$ cat src/rtl/lab1_sweep_controller_pkg.sv
// Shared definitions for the Lab1 truth-table sweep controller: FSM state
// encoding and sweep geometry.
package lab1_sweep_controller_pkg;

  typedef enum logic [1:0] {
    ST_IDLE   = 2'd0,
    ST_SETTLE = 2'd1,
    ST_SAMPLE = 2'd2,
    ST_DONE   = 2'd3
  } sweep_state_e;

  localparam int unsigned LAB1_NUM_VECTORS = 16;
  localparam int unsigned LAB1_VEC_W       = 4;

endpackage

$ cat src/rtl/lab1_sweep_controller.sv
// Lab1 sweep controller: drives all 16 {a,b,c,d} vectors into the Lab1
// function, holds each for SETTLE_CYCLES cycles, samples f and builds a
// 16-bit truth table. Optional golden-table compare enabled by the macro
// LAB1_SWEEP_CHECK_EN; without it, mismatch is constant 0.
module lab1_sweep_controller
  import lab1_sweep_controller_pkg::*;
#(
  parameter int unsigned SETTLE_CYCLES = 2
) (
  input  logic                        clk,
  input  logic                        rst_n,
  input  logic                        start,
  input  logic                        abort,
  input  logic                        f,
  input  logic [LAB1_NUM_VECTORS-1:0] expected_table,
  output logic                        a,
  output logic                        b,
  output logic                        c,
  output logic                        d,
  output logic                        busy,
  output logic                        done,
  output logic [LAB1_NUM_VECTORS-1:0] truth_table,
  output logic                        mismatch
);

  localparam logic [3:0] SETTLE_LAST = 4'(SETTLE_CYCLES - 1);
  localparam logic [LAB1_VEC_W-1:0] LAST_IDX = '1;

  sweep_state_e                state_q, state_d;
  logic [LAB1_VEC_W-1:0]       idx_q, idx_d;
  logic [LAB1_VEC_W-1:0]       vec_q, vec_d;
  logic [3:0]                  cnt_q, cnt_d;
  logic                        busy_q, busy_d;
  logic                        done_q, done_d;
  logic [LAB1_NUM_VECTORS-1:0] tt_q, tt_d;
  logic                        mm_q, mm_d;

  // State register and all registered outputs, async active-low reset.
  always_ff @(posedge clk or negedge rst_n) begin
    if (!rst_n) begin
      state_q <= ST_IDLE;
      idx_q   <= '0;
      vec_q   <= '0;
      cnt_q   <= '0;
      busy_q  <= 1'b0;
      done_q  <= 1'b0;
      tt_q    <= '0;
      mm_q    <= 1'b0;
    end else begin
      state_q <= state_d;
      idx_q   <= idx_d;
      vec_q   <= vec_d;
      cnt_q   <= cnt_d;
      busy_q  <= busy_d;
      done_q  <= done_d;
      tt_q    <= tt_d;
      mm_q    <= mm_d;
    end
  end

  // Next-state logic. done/busy/mismatch are registered on the edge that
  // enters DONE so they are visible while the FSM sits in DONE.
  always_comb begin
    state_d = state_q;
    idx_d   = idx_q;
    vec_d   = vec_q;
    cnt_d   = cnt_q;
    busy_d  = busy_q;
    done_d  = 1'b0;
    tt_d    = tt_q;
    mm_d    = mm_q;

    case (state_q)
      ST_IDLE: begin
        if (start) begin
          vec_d   = '0;
          idx_d   = '0;
          cnt_d   = '0;
          tt_d    = '0;
          mm_d    = 1'b0;
          busy_d  = 1'b1;
          state_d = ST_SETTLE;
        end
      end

      ST_SETTLE: begin
        if (abort) begin
          vec_d   = '0;
          idx_d   = '0;
          cnt_d   = '0;
          busy_d  = 1'b0;
          state_d = ST_IDLE;
        end else if (cnt_q == SETTLE_LAST) begin
          cnt_d   = '0;
          state_d = ST_SAMPLE;
        end else begin
          cnt_d = cnt_q + 4'd1;
        end
      end

      ST_SAMPLE: begin
        if (abort) begin
          vec_d   = '0;
          idx_d   = '0;
          cnt_d   = '0;
          busy_d  = 1'b0;
          state_d = ST_IDLE;
        end else begin
          tt_d[idx_q] = f;
          if (idx_q == LAST_IDX) begin
            busy_d  = 1'b0;
            done_d  = 1'b1;
`ifdef LAB1_SWEEP_CHECK_EN
            // Compare against the table including this final bit-15 sample.
            mm_d    = (tt_d != expected_table);
`endif
            state_d = ST_DONE;
          end else begin
            idx_d   = idx_q + 1'b1;
            vec_d   = idx_q + 1'b1;
            cnt_d   = '0;
            state_d = ST_SETTLE;
          end
        end
      end

      ST_DONE: begin
        state_d = ST_IDLE;
      end

      default: begin
        state_d = ST_IDLE;
      end
    endcase
  end

`ifndef LAB1_SWEEP_CHECK_EN
  logic unused_expected;
  assign unused_expected = ^expected_table;
`endif

  assign {a, b, c, d}  = vec_q;
  assign busy          = busy_q;
  assign done          = done_q;
  assign truth_table   = tt_q;
  assign mismatch      = mm_q;

endmodule

$ cat config.mk
export PLATFORM = sky130hd
export DESIGN_NAME = lab1_sweep_controller
export DESIGN_NICKNAME = d
export VERILOG_FILES = /design/src/rtl/lab1_sweep_controller_pkg.sv /design/src/rtl/lab1_sweep_controller.sv
export SDC_FILE = /design/constraint.sdc
export NUM_CORES = 1
export LEC_CHECK = 0
export CORE_AREA = 2 2 61 63
export DETAILED_ROUTE_END_ITERATION = 10
export DIE_AREA = 0 0 63 65
export PLACE_DENSITY = 0.83
export SLEW_MARGIN = 40
export SYNTH_ARGS = -nofsm -noshare
export SYNTH_HDL_FRONTEND = slang
export SYNTH_SLANG_ARGS = --single-unit
export TNS_END_PERCENT = 1
$ cat constraint.sdc
create_clock -name clk -period 3.35 [get_ports clk]
set_input_delay 0.8375 -clock clk [delete_from_list [all_inputs] [get_ports clk]]
set_output_delay 0.8375 -clock clk [all_outputs]
set_load 0.005 [all_outputs]
==> results.ini, run 1 <==
[synth]
synth.avg_cell_area_sq_um = 10.0
synth-edff-count = 0
synth_seq_area_share_pct = 41.9
synth_flop_cell = dfrtp_1
synth_nets = 198
async_reset_ff_share_pct = 100
synthCells = 167
syn_area_sq_um = 1670
yosys-top-cells-area = dfrtp_1 42%, ha_1 7.5%, a22o_1 6.8%
synth_top_cell_area_share_pct = 41.9
ys_ff_latch = 28
yosysWarningCount = 0
netlist.top_cell.by_area = dfrtp_1
ys_types = 39

[worst_setup_path]
endpoint_kind = output pin
cp_max_fo = 15
r2r_slack_ps = 1420
r2r_start = state_q[0]$_DFFE_PN0P_
path_cells = clkdlybuf4s50_1
slowest_delay_ps = 670
crit_type = reg2out
crit_path_top_delay_cell = dfrtp_1
worst_r2r_path_depth = 7
crit_arrival_ps = 1620
critPathBufInv = 1
r2r_end = truth_table[14]$_DFFE_PN0P_
cp-start-kind = flop
critPathRequiredTime_ps = 2510
path_delay_family = flip-flops

[floorplan]
ios = 44
die_w_um = 63
dieArea_sq_um = 4100
initial_utilization_pct = 47.8
rows = 22
die_h_um = 65
core-area_sq_um = 3500

[sta]
finalHoldViolations = 0
min_period_ps = 2450
report.final.slew_viol_count = 0
fmax_ghz = 0.408
fin_skew_ps = 13.7
fin_setup_tns_ps = 0
setup_violations = 0
fin_crit_sh_pct = 73.2
rsz0062_at_grt = false

[clocking]
holdBufCountCts = 0
clockBufferDepth = 2
cts_tree = built
clk_latency_ps = 340
clock-sinks = 28
cts.repair.resized = 0
cts-root-buf = clkbuf_4
htreeDepth = 1
clkTransAtPathRegs_ps = 170
numCtsBuffers = 3
postCtsSetupBuffers = 0

[placement]
portBuffers = 26
place_area_sq_um = 1930
gp_congestion = 0.831
dpl.hpwl_um = 2460

[cells_and_area]
final_cell_mix = 28 x dfrtp_1, 26 x clkdlybuf4s50_1, 17 x nand2_1
fill_cells = 313
drive_gt1_share_pct = 10.6
antennaDiodeCount = 0
fin_nets = 220
syn2layout_area_growth_pct = 18.7
final_common_cell = dfrtp_1
fin_area_sq_um = 1980
fin_util_pct = 56.8

[power_and_ir_drop]
powerDensity_nw_per_um2 = 584
peakVddDrop_v = 0.000397
leakagePower_uw = 0.000856
p_int_uw = 720
clkPwrFrac_pct = 19.8
p_comb_share_pct = 45.7
p_sw_share_pct = 37.9
p_seq_share_pct = 34.5
switchingPower_uw = 439

[status]
outcome = complete, no violations

[route]
drc = 0
first_pass_iters = 4
drt_iter0_drc = 101
wirelength_um = 3360
ant_nets = 0
via_per_inst = 5.47
wl_per_cell_um = 14.3
vias = 1291

[global_route]
antenna_found_initial = 0
grt_pass1_wl_um = 5840
grt_pass1_vias = 1248
track_usage_pct = 17.7
overflow = 0
grt_max_degree = 29

[min_path]
worstHoldStart = busy$_DFFE_PN0P_
hold_class = reg2reg
hold_path_end = busy$_DFFE_PN0P_
holdPathStages = 2

[run]
cap_viol_max_count = 0

## power groups by stage
stage | registers [uW] | logic, uW | clock network, uW
floorplan | 400 | 442 | 0
global placement | 403 | 516 | 0
detailed placement | 407 | 533 | 0
CTS | 400 | 536 | 230
global route | 404 | 599 | 247
finish | 400 | 530 | 229
## worst max-delay path by stage
stage | start | slack (ps) | cells after the start | to
after floorplan | start | 1630 | 6 | truth_table[4]$_DFFE_PN0P_
after global placement | start | 940 | 5 | truth_table[14]$_DFFE_PN0P_
after detailed placement | start | 910 | 5 | truth_table[3]$_DFFE_PN0P_
after CTS | vec_q[3]$_DFFE_PN0P_ | 900 | 1 | a
after global routing | vec_q[3]$_DFFE_PN0P_ | 790 | 1 | a
final | vec_q[2]$_DFFE_PN0P_ | 900 | 1 | b
## layout make-up
cell class	count	area, sq um	share of cell area [%]
Inverter	9	35.0	1.77
Timing Repair Buffer	28	275	13.9
Clock buffer	3	22.5	1.13
Multi-Input combinational cell	119	861	43.4
Sequential cell	28	701	35.3
Clock inverter	1	30.0	1.51
Tap cell	48	60.1	3.03
## kinds of logic after synthesis
logic type | synth area share, %
compound gates | 25.4
simple gates | 18.4
flops | 41.9
buf+inv | 6.59
fa+ha+maj | 7.49
other cells | 0.224
## Yosys cell counts, types with 2 or more instances
| library cell | number |
|---|---|
| buf_4 | 3 |
| dfrtp_1 | 28 |
| nor2b_1 | 5 |
| nor2_2 | 2 |
| a21o_1 | 13 |
| nand2b_1 | 4 |
| a22o_1 | 13 |
| o21ai_1 | 11 |
| nand3_1 | 9 |
| nor2_1 | 4 |
| inv_1 | 8 |
| and3_1 | 2 |
| o2bb2ai_1 | 2 |
| nand2_1 | 17 |
| o21ai_0 | 2 |
| buf_2 | 6 |
| a21oi_1 | 6 |
| ha_1 | 10 |
| buf_6 | 2 |
## registers in the layout, summed over array words and instances (netlist names)
name         flops
vec_q            4
cnt_q            4
state_q          2
done             1
truth_table     16
busy             1
## metrics by stage
stage / hold slack (ps) / total power [uW] / cells / setup WS [ps]
after global routing: 544 / 1250 / 236 / 787
after CTS: 518 / 1170 / 236 / 900
after global placement: 474 / 919 / 232 / 939
final: 511 / 1160 / 236 / 897
after detailed placement: 485 / 940 / 232 / 910
after floorplan: 463 / 843 / 167 / 1630
## per-layer routing
metal | vias to the layer above | part of all wire [%] | track usage, %
met5 | - | 0 | 0
met4 | 0 | 0.62 | 5.00
li1 | 635 | - | -
met1 | 626 | 47 | 22.7
met2 | 26 | 50 | 31.3
met3 | 4 | 2.9 | 2.43
(Power assumes the default switching activity.)
==> run 2, diff against run 1 <==
CORE_AREA = 2 2 65 67   (was 2 2 61 63)
DIE_AREA = 0 0 67 69   (was 0 0 63 65)
PLACE_DENSITY = 0.78   (was 0.83)
clock period = 2.2 ns   (was 3.35 ns; I/O delays follow)
==> run 2 against run 1 <==
  * Sequential share of layout area shrank 0.76 points
  * Worst hold slack lost 7.9 ps
  * Flip-flop and latch count is the same
  * First-iteration DRC count shrank 38%
  * Largest cell class unchanged
  * Critical path type unchanged
  * Combinational power grew 56%
  * Cell count grew 2.1%
  * Power grew 59%
  * Clock skew shrank 9.6 ps
  * Highest routed layer unchanged
==> results.ini, run 2 (synthesis gave the netlist of run 1 again) <==
[route]
drt_iter0_drc = 63  ; was 101
wirelength_um = 3290  ; was 3360 um
wl_per_cell_um = 13.7  ; was 14.3 um
ant_nets = 0  ; unchanged
first_pass_iters = 4  ; unchanged
drc = 0  ; unchanged
via_per_inst = 5.31  ; was 5.47
vias = 1280  ; was 1,291

[clocking]
holdBufCountCts = 0  ; unchanged
clkTransAtPathRegs_ps = 90  ; was 170 ps
clockBufferDepth = 2  ; unchanged
postCtsSetupBuffers = 0  ; unchanged
numCtsBuffers = 3  ; unchanged
htreeDepth = 1  ; unchanged
clk_latency_ps = 270  ; was 340 ps
cts_tree = built  ; unchanged
cts.repair.resized = 0  ; unchanged
clock-sinks = 28  ; unchanged
cts-root-buf = clkbuf_8  ; was clkbuf_4

[sta]
fin_skew_ps = 4.07  ; was 13.7 ps
fin_setup_tns_ps = 0  ; unchanged
min_period_ps = 1840
rsz0062_at_grt = false  ; unchanged
fin_crit_sh_pct = 83.7
setup_violations = 0  ; unchanged
report.final.slew_viol_count = 0  ; unchanged
fmax_ghz = 0.543
finalHoldViolations = 0  ; unchanged

[cells_and_area]
drive_gt1_share_pct = 12.0  ; was 10.6%
antennaDiodeCount = 0  ; unchanged
instances_no_fill = 241  ; was 236
largest_reg_flops = 16  ; unchanged
fin_nets = 223  ; was 220
final_common_cell = dfrtp_1  ; unchanged
syn2layout_area_growth_pct = 21.3  ; was 18.7%
final_cell_mix = 28 x dfrtp_1, 26 x clkdlybuf4s50_1, 17 x nand2_1  ; unchanged

[run]
cap_viol_max_count = 0  ; unchanged

[power_and_ir_drop]
p_comb_share_pct = 45.0  ; was 45.7%
p_int_uw = 1170  ; was 720 uW
p_seq_share_pct = 32.9  ; was 34.5%
powerDensity_nw_per_um2 = 906  ; was 584 nW/um^2
peakVddDrop_v = 0.000767  ; was 0.000397 V
switchingPower_uw = 669  ; was 439 uW
clkPwrFrac_pct = 22.1  ; was 19.8%
p_sw_share_pct = 36.4  ; was 37.9%
leakagePower_uw = 0.000879  ; was 0.000856 uW

[floorplan]
core-area_sq_um = 3910  ; was 3500 sq um
dieArea_sq_um = 4620  ; was 4100 sq um
die_h_um = 69  ; was 65 um
initial_utilization_pct = 42.7  ; was 47.8%
die_w_um = 67  ; was 63 um
rows = 23  ; was 22
ios = 44  ; unchanged

[worst_setup_path]
path_cells = clkdlybuf4s50_1  ; unchanged
r2r_end = truth_table[5]$_DFFE_PN0P_  ; was truth_table[14]$_DFFE_PN0P_
path_delay_family = buffers and inverters  ; was flip-flops
r2r_start = state_q[0]$_DFFE_PN0P_  ; unchanged
worst_r2r_path_depth = 6  ; was 7
cp_max_fo = 8  ; was 15
critPathRequiredTime_ps = 1650  ; was 2510 ps
crit_path_top_delay_cell = clkdlybuf4s50_1  ; was dfrtp_1
path_depth = 1  ; unchanged
cp-start-kind = flop  ; unchanged
crit_arrival_ps = 1290  ; was 1620 ps
slowest_delay_ps = 540  ; was 670 ps
r2r_slack_ps = 410  ; was 1420 ps
endpoint_kind = output pin  ; unchanged
critPathBufInv = 1  ; unchanged
crit_type = reg2out  ; unchanged

[global_route]
grt_pass1_vias = 1285  ; was 1,248
overflow = 0  ; unchanged
grt_pass1_wl_um = 5950  ; was 5840 um
grt_max_degree = 29  ; unchanged
track_usage_pct = 16.3  ; was 17.7%
antenna_found_initial = 0  ; unchanged

[placement]
dpl.hpwl_um = 2390  ; was 2460 um
portBuffers = 26  ; unchanged
dp_cells = 237  ; was 232
gp_congestion = 0.820  ; was 0.831

[min_path]
worstHoldStart = truth_table[12]$_DFFE_PN0P_  ; was busy$_DFFE_PN0P_
holdPathStages = 1  ; was 2
hold_class = reg2reg  ; unchanged
hold_path_end = truth_table[12]$_DFFE_PN0P_  ; was busy$_DFFE_PN0P_

[status]
outcome = complete, no violations  ; unchanged

==> run 2: metal layers <==
metal	wire, um	part of all wire, %	track usage (%)	up-vias
met4	36	1.1	3.85	0
li1	-	-	-	634
met3	128	3.9	3.59	4
met2	1670	51	27.4	25
met1	1460	44	21.0	617
met5	0	0	0	-
==> run 2: layout make-up <==
cell class	instances	area, sq um
Fill cell	373	1890
Multi-Input combinational cell	119	861
Sequential cell	28	701
Timing Repair Buffer	31	298
Tap cell	50	62.6
Clock buffer	3	41.3
Inverter	9	35.0
Clock inverter	1	30.0
==> run 2: stage by stage <==
step	setup slack (ps)	util [%]	power [uW]	hold WS, ps	area (sq um)
6_report	358	51.8	1840	503	2030
5_1_grt	261	51.8	1980	522	2030
4_1_cts	348	51.8	1860	509	2030
3_5_place_dp	128	50.0	1440	487	1960
3_3_place_gp	172	50.0	1420	481	1960
2_1_floorplan	663	-	1280	254	1670
==> run 2: worst max path at each step <==
stage	from	to	slack [ps]
2_1_floorplan	state_q[0]$_DFFE_PN0P_	truth_table[4]$_DFFE_PN0P_	660
3_3_place_gp	abort	truth_table[6]$_DFFE_PN0P_	170
3_5_place_dp	abort	cnt_q[3]$_DFFE_PN0P_	130
4_1_cts	vec_q[0]$_DFFE_PN0P_	d	350
5_1_grt	state_q[0]$_DFFE_PN0P_	truth_table[4]$_DFFE_PN0P_	260
6_report	vec_q[0]$_DFFE_PN0P_	d	360
==> run 2: power by group through the flow <==
stage	clock [uW]	combinational, uW	sequential (uW)
2_1_floorplan	0	674	609
3_3_place_gp	0	805	613
3_5_place_dp	0	823	617
4_1_cts	413	836	606
5_1_grt	430	940	614
6_report	406	827	605
